## src/rtl/fixed_huf_pkg.sv

```systemverilog
// Shared definitions for the Deflate fixed-Huffman encoder.
// Contents: FSM state enum, RFC1951 length/distance base and extra-bit
// tables, block header and EOB constants, the literal/length code mapper
// and a variable-width bit reverse.
package fixed_huf_pkg;

  typedef enum logic [2:0] {S_IDLE, S_HDR, S_DATA, S_DIST, S_EOB} state_t;

  // BFINAL=1, BTYPE=01, already reversed for the MSB-first packer.
  localparam logic [2:0] HDR_DAT = 3'b110;
  localparam logic [4:0] HDR_NB  = 5'd3;
  // End-of-block is symbol 256: 7 zero bits.
  localparam logic [6:0] EOB_DAT = 7'd0;
  localparam logic [4:0] EOB_NB  = 5'd7;

  // Length symbols 257..285.
  localparam logic [8:0] LEN_BASE [0:28] = '{
    9'd3,   9'd4,   9'd5,   9'd6,   9'd7,   9'd8,   9'd9,   9'd10,
    9'd11,  9'd13,  9'd15,  9'd17,  9'd19,  9'd23,  9'd27,  9'd31,
    9'd35,  9'd43,  9'd51,  9'd59,  9'd67,  9'd83,  9'd99,  9'd115,
    9'd131, 9'd163, 9'd195, 9'd227, 9'd258};
  localparam logic [2:0] LEN_EXT [0:28] = '{
    3'd0, 3'd0, 3'd0, 3'd0, 3'd0, 3'd0, 3'd0, 3'd0,
    3'd1, 3'd1, 3'd1, 3'd1, 3'd2, 3'd2, 3'd2, 3'd2,
    3'd3, 3'd3, 3'd3, 3'd3, 3'd4, 3'd4, 3'd4, 3'd4,
    3'd5, 3'd5, 3'd5, 3'd5, 3'd0};

  // Distance codes 0..29.
  localparam logic [15:0] DST_BASE [0:29] = '{
    16'd1,    16'd2,    16'd3,     16'd4,     16'd5,     16'd7,
    16'd9,    16'd13,   16'd17,    16'd25,    16'd33,    16'd49,
    16'd65,   16'd97,   16'd129,   16'd193,   16'd257,   16'd385,
    16'd513,  16'd769,  16'd1025,  16'd1537,  16'd2049,  16'd3073,
    16'd4097, 16'd6145, 16'd8193,  16'd12289, 16'd16385, 16'd24577};
  localparam logic [3:0] DST_EXT [0:29] = '{
    4'd0,  4'd0,  4'd0,  4'd0,  4'd1,  4'd1,  4'd2,  4'd2,  4'd3,  4'd3,
    4'd4,  4'd4,  4'd5,  4'd5,  4'd6,  4'd6,  4'd7,  4'd7,  4'd8,  4'd8,
    4'd9,  4'd9,  4'd10, 4'd10, 4'd11, 4'd11, 4'd12, 4'd12, 4'd13, 4'd13};

  typedef struct packed {
    logic [8:0] code;
    logic [4:0] nb;
  } huf_t;

  // Fixed literal/length code for symbol 0..287 (emitted unreversed).
  function automatic huf_t huf_code(input logic [8:0] s);
    huf_t h;
    if (s < 9'd144) begin
      h.code = 9'h030 + s;            h.nb = 5'd8;
    end else if (s < 9'd256) begin
      h.code = 9'h190 + (s - 9'd144); h.nb = 5'd9;
    end else if (s < 9'd280) begin
      h.code = s - 9'd256;            h.nb = 5'd7;
    end else begin
      h.code = 9'h0C0 + (s - 9'd280); h.nb = 5'd8;
    end
    return h;
  endfunction

  // Reverse the low n bits of v (n <= 13); upper result bits are zero.
  function automatic logic [12:0] rev13(input logic [12:0] v, input logic [3:0] n);
    logic [12:0] r;
    for (int i = 0; i < 13; i++) r[i] = v[12-i];
    return r >> (4'd13 - n);
  endfunction

endpackage

```

## src/rtl/fixed_huf_lut.sv

```systemverilog
// Combinational table lookup for match tokens.
//   len      : match length 3..258 -> len_sym (257..285), extra value/count
//   dst      : distance 1..32768   -> dst_code (0..29),   extra value/count
// Extra values are returned in natural bit order; the parent reverses them.
module fixed_huf_lut
  import fixed_huf_pkg::*;
(
  input  logic [8:0]  len,
  input  logic [15:0] dst,
  output logic [8:0]  len_sym,
  output logic [4:0]  len_eval,
  output logic [2:0]  len_ecnt,
  output logic [4:0]  dst_code,
  output logic [12:0] dst_eval,
  output logic [3:0]  dst_ecnt
);

  logic [4:0] li, di;

  // Largest base not exceeding the input selects the entry; 258 lands on
  // symbol 285 rather than 284+31 because its base is searched last.
  always_comb begin
    li = '0;
    for (int i = 0; i < 29; i++) if (len >= LEN_BASE[i]) li = 5'(i);
    di = '0;
    for (int i = 0; i < 30; i++) if (dst >= DST_BASE[i]) di = 5'(i);
    len_sym  = 9'd257 + {4'd0, li};
    len_eval = 5'(len - LEN_BASE[li]);
    len_ecnt = LEN_EXT[li];
    dst_code = di;
    dst_eval = 13'(dst - DST_BASE[di]);
    dst_ecnt = DST_EXT[di];
  end

endmodule

```

## src/rtl/fixed_huf_enc.sv

```systemverilog
// Deflate fixed-Huffman (BTYPE=01) symbol encoder.
// Turns LZ77 tokens and block start/end pulses into right-aligned bit fields
// (val_o, dat_o, numb_o = bits-1) for an MSB-first packer. Header and extra
// bits are bit-reversed here; Huffman codes are not.
// Ports: clk, rst (async, active high); sta_i/end_i block commands;
//   tok_val_i/tok_rdy_o handshake with tok_typ_i/lit/len/dst payload;
//   val_o/dat_o/numb_o field output; done_o pulses with the EOB field.
// Build option: FIXED_HUF_MERGE_EN emits length+distance as one field.
module fixed_huf_enc
  import fixed_huf_pkg::*;
#(
  parameter int DATA_WD = 32,
  parameter int NUMB_WD = 5
) (
  input  logic               clk,
  input  logic               rst,
  input  logic               sta_i,
  input  logic               end_i,
  input  logic               tok_val_i,
  output logic               tok_rdy_o,
  input  logic               tok_typ_i,
  input  logic [7:0]         tok_lit_i,
  input  logic [8:0]         tok_len_i,
  input  logic [15:0]        tok_dst_i,
  output logic               val_o,
  output logic [DATA_WD-1:0] dat_o,
  output logic [NUMB_WD-1:0] numb_o,
  output logic               done_o
);

  state_t state_q, cur, nxt;
  logic   pend_q, pend_d;
  logic   val_d, done_d;
  logic [31:0] fld;
  logic [4:0]  nb;

  logic [8:0]  len_sym;
  logic [4:0]  len_eval;
  logic [2:0]  len_ecnt;
  logic [4:0]  dst_code;
  logic [12:0] dst_eval;
  logic [3:0]  dst_ecnt;

  fixed_huf_lut u_lut (
    .len(tok_len_i), .dst(tok_dst_i),
    .len_sym(len_sym), .len_eval(len_eval), .len_ecnt(len_ecnt),
    .dst_code(dst_code), .dst_eval(dst_eval), .dst_ecnt(dst_ecnt)
  );

  huf_t        lit_h, len_h;
  logic [31:0] len_fld, dst_fld;
  logic [4:0]  len_nb, dst_nb;

  always_comb begin
    lit_h   = huf_code({1'b0, tok_lit_i});
    len_h   = huf_code(len_sym);
    len_fld = (32'(len_h.code) << len_ecnt) | 32'(rev13(13'(len_eval), 4'(len_ecnt)));
    len_nb  = len_h.nb + 5'(len_ecnt);
    dst_fld = (32'(dst_code) << dst_ecnt) | 32'(rev13(dst_eval, dst_ecnt));
    dst_nb  = 5'd5 + 5'(dst_ecnt);
  end

  assign tok_rdy_o = (state_q == S_DATA) && !pend_q;
  wire   acc       = tok_val_i && tok_rdy_o;

`ifndef FIXED_HUF_MERGE_EN
  // Distance field is resolved at accept time so the token inputs are free
  // to change while DIST drains it.
  logic [17:0] dfld_q;
  logic [4:0]  dnb_q;
  always_ff @(posedge clk or posedge rst) begin
    if (rst) begin
      dfld_q <= '0;
      dnb_q  <= '0;
    end else if (acc && tok_typ_i) begin
      dfld_q <= 18'(dst_fld);
      dnb_q  <= dst_nb;
    end
  end
`endif

  always_comb begin
    // HDR lasts zero cycles: the header is registered on the sta_i edge so
    // a token can already be accepted while the header is on the output.
    cur = (state_q == S_IDLE && sta_i) ? S_HDR : state_q;
    nxt    = cur;
    pend_d = pend_q;
    val_d  = 1'b0;
    done_d = 1'b0;
    fld    = '0;
    nb     = 5'd1;
    if (end_i && (cur == S_HDR || cur == S_DATA || cur == S_DIST)) pend_d = 1'b1;
    case (cur)
      S_HDR: begin
        val_d = 1'b1; fld = 32'(HDR_DAT); nb = HDR_NB; nxt = S_DATA;
      end
      S_DATA: begin
        if (acc && !tok_typ_i) begin
          val_d = 1'b1; fld = 32'(lit_h.code); nb = lit_h.nb;
        end else if (acc) begin
          val_d = 1'b1;
`ifdef FIXED_HUF_MERGE_EN
          fld = (len_fld << dst_nb) | dst_fld;
          nb  = len_nb + dst_nb;
`else
          fld = len_fld;
          nb  = len_nb;
          nxt = S_DIST;
`endif
        end else if (pend_q) begin
          nxt = S_EOB;
        end
      end
`ifndef FIXED_HUF_MERGE_EN
      S_DIST: begin
        val_d = 1'b1; fld = 32'(dfld_q); nb = dnb_q; nxt = S_DATA;
      end
`endif
      S_EOB: begin
        val_d = 1'b1; done_d = 1'b1; fld = 32'(EOB_DAT); nb = EOB_NB;
        pend_d = 1'b0; nxt = S_IDLE;
      end
      default: nxt = S_IDLE;
    endcase
  end

  always_ff @(posedge clk or posedge rst) begin
    if (rst) begin
      state_q <= S_IDLE;
      pend_q  <= 1'b0;
      val_o   <= 1'b0;
      dat_o   <= '0;
      numb_o  <= '0;
      done_o  <= 1'b0;
    end else begin
      state_q <= nxt;
      pend_q  <= pend_d;
      val_o   <= val_d;
      done_o  <= done_d;
      dat_o   <= val_d ? DATA_WD'(fld) : '0;
      numb_o  <= val_d ? NUMB_WD'(nb - 5'd1) : '0;
    end
  end

endmodule

```

## config.mk

```make
export PLATFORM = sky130hd
export DESIGN_NAME = fixed_huf_enc
export DESIGN_NICKNAME = d
export VERILOG_FILES = /design/src/rtl/fixed_huf_pkg.sv /design/src/rtl/fixed_huf_lut.sv /design/src/rtl/fixed_huf_enc.sv
export SDC_FILE = /design/constraint.sdc
export NUM_CORES = 1
export LEC_CHECK = 0
export CAP_MARGIN = 30
export CORE_ASPECT_RATIO = 1.2
export CORE_MARGIN = 4
export CORE_UTILIZATION = 40
export CTS_BUF_LIST = sky130_fd_sc_hd__clkbuf_4 sky130_fd_sc_hd__clkbuf_8 sky130_fd_sc_hd__clkbuf_16
export CTS_CLUSTER_DIAMETER = 80
export DETAILED_ROUTE_END_ITERATION = 16
export GPL_TIMING_DRIVEN = 1
export PLACE_DENSITY = 0.71
export SYNTH_ARGS = -nofsm -noshare
export SYNTH_HDL_FRONTEND = slang
export SYNTH_SLANG_ARGS = --single-unit
```

## constraint.sdc

```tcl
create_clock -name clk -period 2.1 [get_ports clk]
set_input_delay 0.525 -clock clk [delete_from_list [all_inputs] [get_ports clk]]
set_output_delay 0.525 -clock clk [all_outputs]
set_load 0.005 [all_outputs]
```

==> metrics <==
status=complete, but fails checks; failing checks=negative setup slack; Net Sw Power=2.50 mW; most common cell after layout, fill and taps aside=buf_4; Comb power frac=62.1%; # DRC=0; vias in the first global route=roughly 9,300; Worst Path Class, Setup=in -> reg; initial antenna violation count=0; Worst setup EP type=flop; root cell of the clock tree=clkbuf_16; endpoints failing setup=43; met2 GRT Util=a little under three fifths; Placer Congestion=1.02; crit-path cells=buf_8 -> or3_4 -> or3_4 -> a211oi_4 -> a221o_2 -> a31oi_4 -> buf_4 -> buf_6 -> a21oi_2 -> o22ai_2 -> a221o_1 -> ha_4 -> o21a_1 -> o31a_1 -> o31a_1 -> o21ai_1 -> nor2b_2 -> xor2_1 -> mux2i_1 -> mux4_2 -> a21oi_2 -> a21oi_1; worst slew pin tran=0.531 ns; required time worst endpoint=2.26 ns; Core Util, Final=around three quarters; die outline width=roughly 130 µm; sequential power share=24.6%; Critical Path Source Type=primary input; via density per instance=around 6; Core Rows=52; ratio of cells with drive above 1 in the final layout=a little over half; Core Box Area=about 17,000 µm²; first-pass GRT wire length=45.7 mm; worst flop-to-flop path startpoint=state_q[2]; Port Buffers=64; HPWL after DPL=20.8 mm; Avg Cell Area, Syn=7.35 µm²; Worst path depth=22; r2r worst-path depth=9; Sink Count=52; Multi-input gate area=slightly below 7000 µm²; r2r endpoint=dfld_q[0]; cell-internal power=3.75 mW; Max Fclk=202 MHz; Mapped Cells=926; Register Area=1300 µm²; initial DRC count=~870; HP Start=dfld_q[16]; synth unique cells=92; CTS tree=done; Post-synth top flop=dfrtp_1; Final Max Tran Viols=0; DRT Pass-1 Iters=5; CP endpoint=dfld_q[5]; most frequent cells in the layout=325 x buf_4, 82 x nand2_1, 78 x nor2_1; fin cells=1,544; Largest delay share family, worst path=compound AO/OA/AOI/OAI gates; grt met1 use=between 30% and 40%; detailed-route via count=approximately 9,500; Initial Utilization=40.5%; EDFF count, synth=0; Final Critical Period=4.95 ns; Overflow after GRT=0; Crit Path Max Fanout=6; Switching Share=around two fifths; async set-reset flop share out of synthesis=between 90% and 100%; busiest layer in global routing=met2; worst setup margin=-2.85 ns; Worst path slowest cell=mux4_2; clock tree buffer depth=2; beginning of the critical path=tok_dst_i[2]; WL final=30.5 mm; FILL cells=~1,100; setup TNS=-88.93 ns; Worst EP arrival=roughly 5.1 ns; Final Hold Slack=0.497 ns; sequential area share after synthesis=19.1%; Fin. Hold Viols=0; Layout Nets=1,408; die footprint=19,200 µm²; DR WL/cell=19.8 µm; P_leak=approximately 5.3 nW; area grow syn2layout=83.3%; Clock power frac=13.3%; Worst-path clk slew=approximately 0.07 ns; routing usage on met3=3.32%; worst-skew pair later-pin latency=0.29 ns; fin area=12,500 µm²; post-synthesis sequential element count=52; PwrDens=501 nW/µm²; Tcrit/Tclk final=236%; maximum vdd drop=0.000429 V; Crit path largest cell delay=roughly 0.5 ns; Crit path buffers/inverters=3; H-tree depth=2; Yosys warnings=0; io pins=79; DRT antenna net count=0; unrepaired setup endpoints after global routing=true; Hold/Removal Path Class=reg -> reg; slew margin rel.=~64%; all-layer global routing usage=~29%; skew final=0.00583 ns; Placed Cells=~1,500; n_diodes=0; R2R Setup Slk=-0.03 ns; max cap viols=0; largest net degree at the start of global routing=30; post-synthesis cell area=6810 µm²; Die Ht=151 µm; placed cell area=10,200 µm²; total CTS buffers=5
[worst min-delay path by stage]
stage / to / slack [ns] / depth (start not counted)
after global routing: dat_o[16] / 0.51 / 1
after global placement: dnb_q[4] / 0.46 / 2
after floorplan: dnb_q[4] / 0.44 / 2
after detailed placement: dfld_q[16] / 0.46 / 2
after CTS: dfld_q[16] / 0.48 / 2
final: dat_o[16] / 0.50 / 1
[cell type report]
type,count,share of cell area (%)
clock buffers,6,1.06
clock inverters,2,0.110
inverters,44,1.50
multi-input cells,772,54.3
flip-flops and latches,52,10.4
well taps,216,2.17
repair buffers,452,30.5
[metrics by stage]
stage	power [mW]	worst slack, ns
after floorplan	3.13	-2.82
after global placement	4.51	-3.38
after detailed placement	4.57	-3.54
after CTS	5.79	-2.76
after global routing	6.56	-3.02
final	6.25	-2.85
[power groups by stage]
stage | combinational, mW | sequential [mW] | clock (mW)
after floorplan | 1.65 | 1.48 | 0
after global placement | 2.98 | 1.53 | 0
after detailed placement | 3.03 | 1.54 | 0
after CTS | 3.44 | 1.53 | 0.828
after global routing | 4.13 | 1.57 | 0.865
final | 3.88 | 1.54 | 0.830
[registers in the layout (all words and copies together) (netlist names)]
name     flops
state_q      3
dat_o       18
numb_o       5
dnb_q        5
dfld_q      18
val_o        1
done_o       1
pend_q       1
[logic make-up (layout without fill, tap and decap cells)]
| family | count (synthesis) | count (layout) | synth area share [%] |
|---|---|---|---|
| compound gates | 316 | 316 | 33.1 |
| xor+xnor | 28 | 28 | 3.81 |
| fa+ha+maj | 42 | 42 | 8.05 |
| buf+inv | 115 | 504 | 7.43 |
| flops | 52 | 52 | 19.1 |
| mux | 21 | 21 | 3.55 |
| other cells | 1 | 14 | 0.0551 |
| simple gates | 351 | 351 | 24.9 |
[synthesized netlist by cell type, types with 14 or more instances]
cell type | instances | share of area, %
a21oi_1 | 62 | 4.6
nand2b_1 | 14 | 1.3
xnor2_1 | 19 | 2.4
a21o_1 | 14 | 1.5
clkbuf_1 | 42 | 2.3
dfrtp_1 | 52 | 19
nand3_1 | 31 | 2.3
inv_1 | 38 | 2.1
ha_1 | 39 | 7.2
nor3_1 | 32 | 2.4
nor2_1 | 104 | 5.7
a31oi_1 | 17 | 1.6
or3_1 | 16 | 1.5
o21ai_0 | 58 | 4.3
buf_4 | 15 | 1.7
mux2i_1 | 14 | 2.1
nand2_1 | 87 | 4.8
[repair_timing]
action / 4_1_cts / 5_1_grt
cloned: 2 / 0
hold buffers: 0 / 0
setup buffers: 56 / 35
pin swaps: 133 / 108
gates resized for setup: 301 / 129
endpoints found under the setup margin: 44 / 43
[worst register-to-register path: stages, from the launching register on]
cell and delay [ns]:
dfrtp_1 0.39, inv_2 0.10, nand2_1 0.09, nor3_2 0.19, and2_1 0.20, nand2_1 0.17, buf_4 0.25, a211o_1 0.25
a211oi_1 0.31, a211oi_2 0.05
[routing by layer]
metal	part of all wire (%)	vias up
met5	0	-
met4	7.3	0
met3	5.3	171
met2	52	502
met1	36	4545
li1	-	4241
Power figures use the tool's default switching activity.
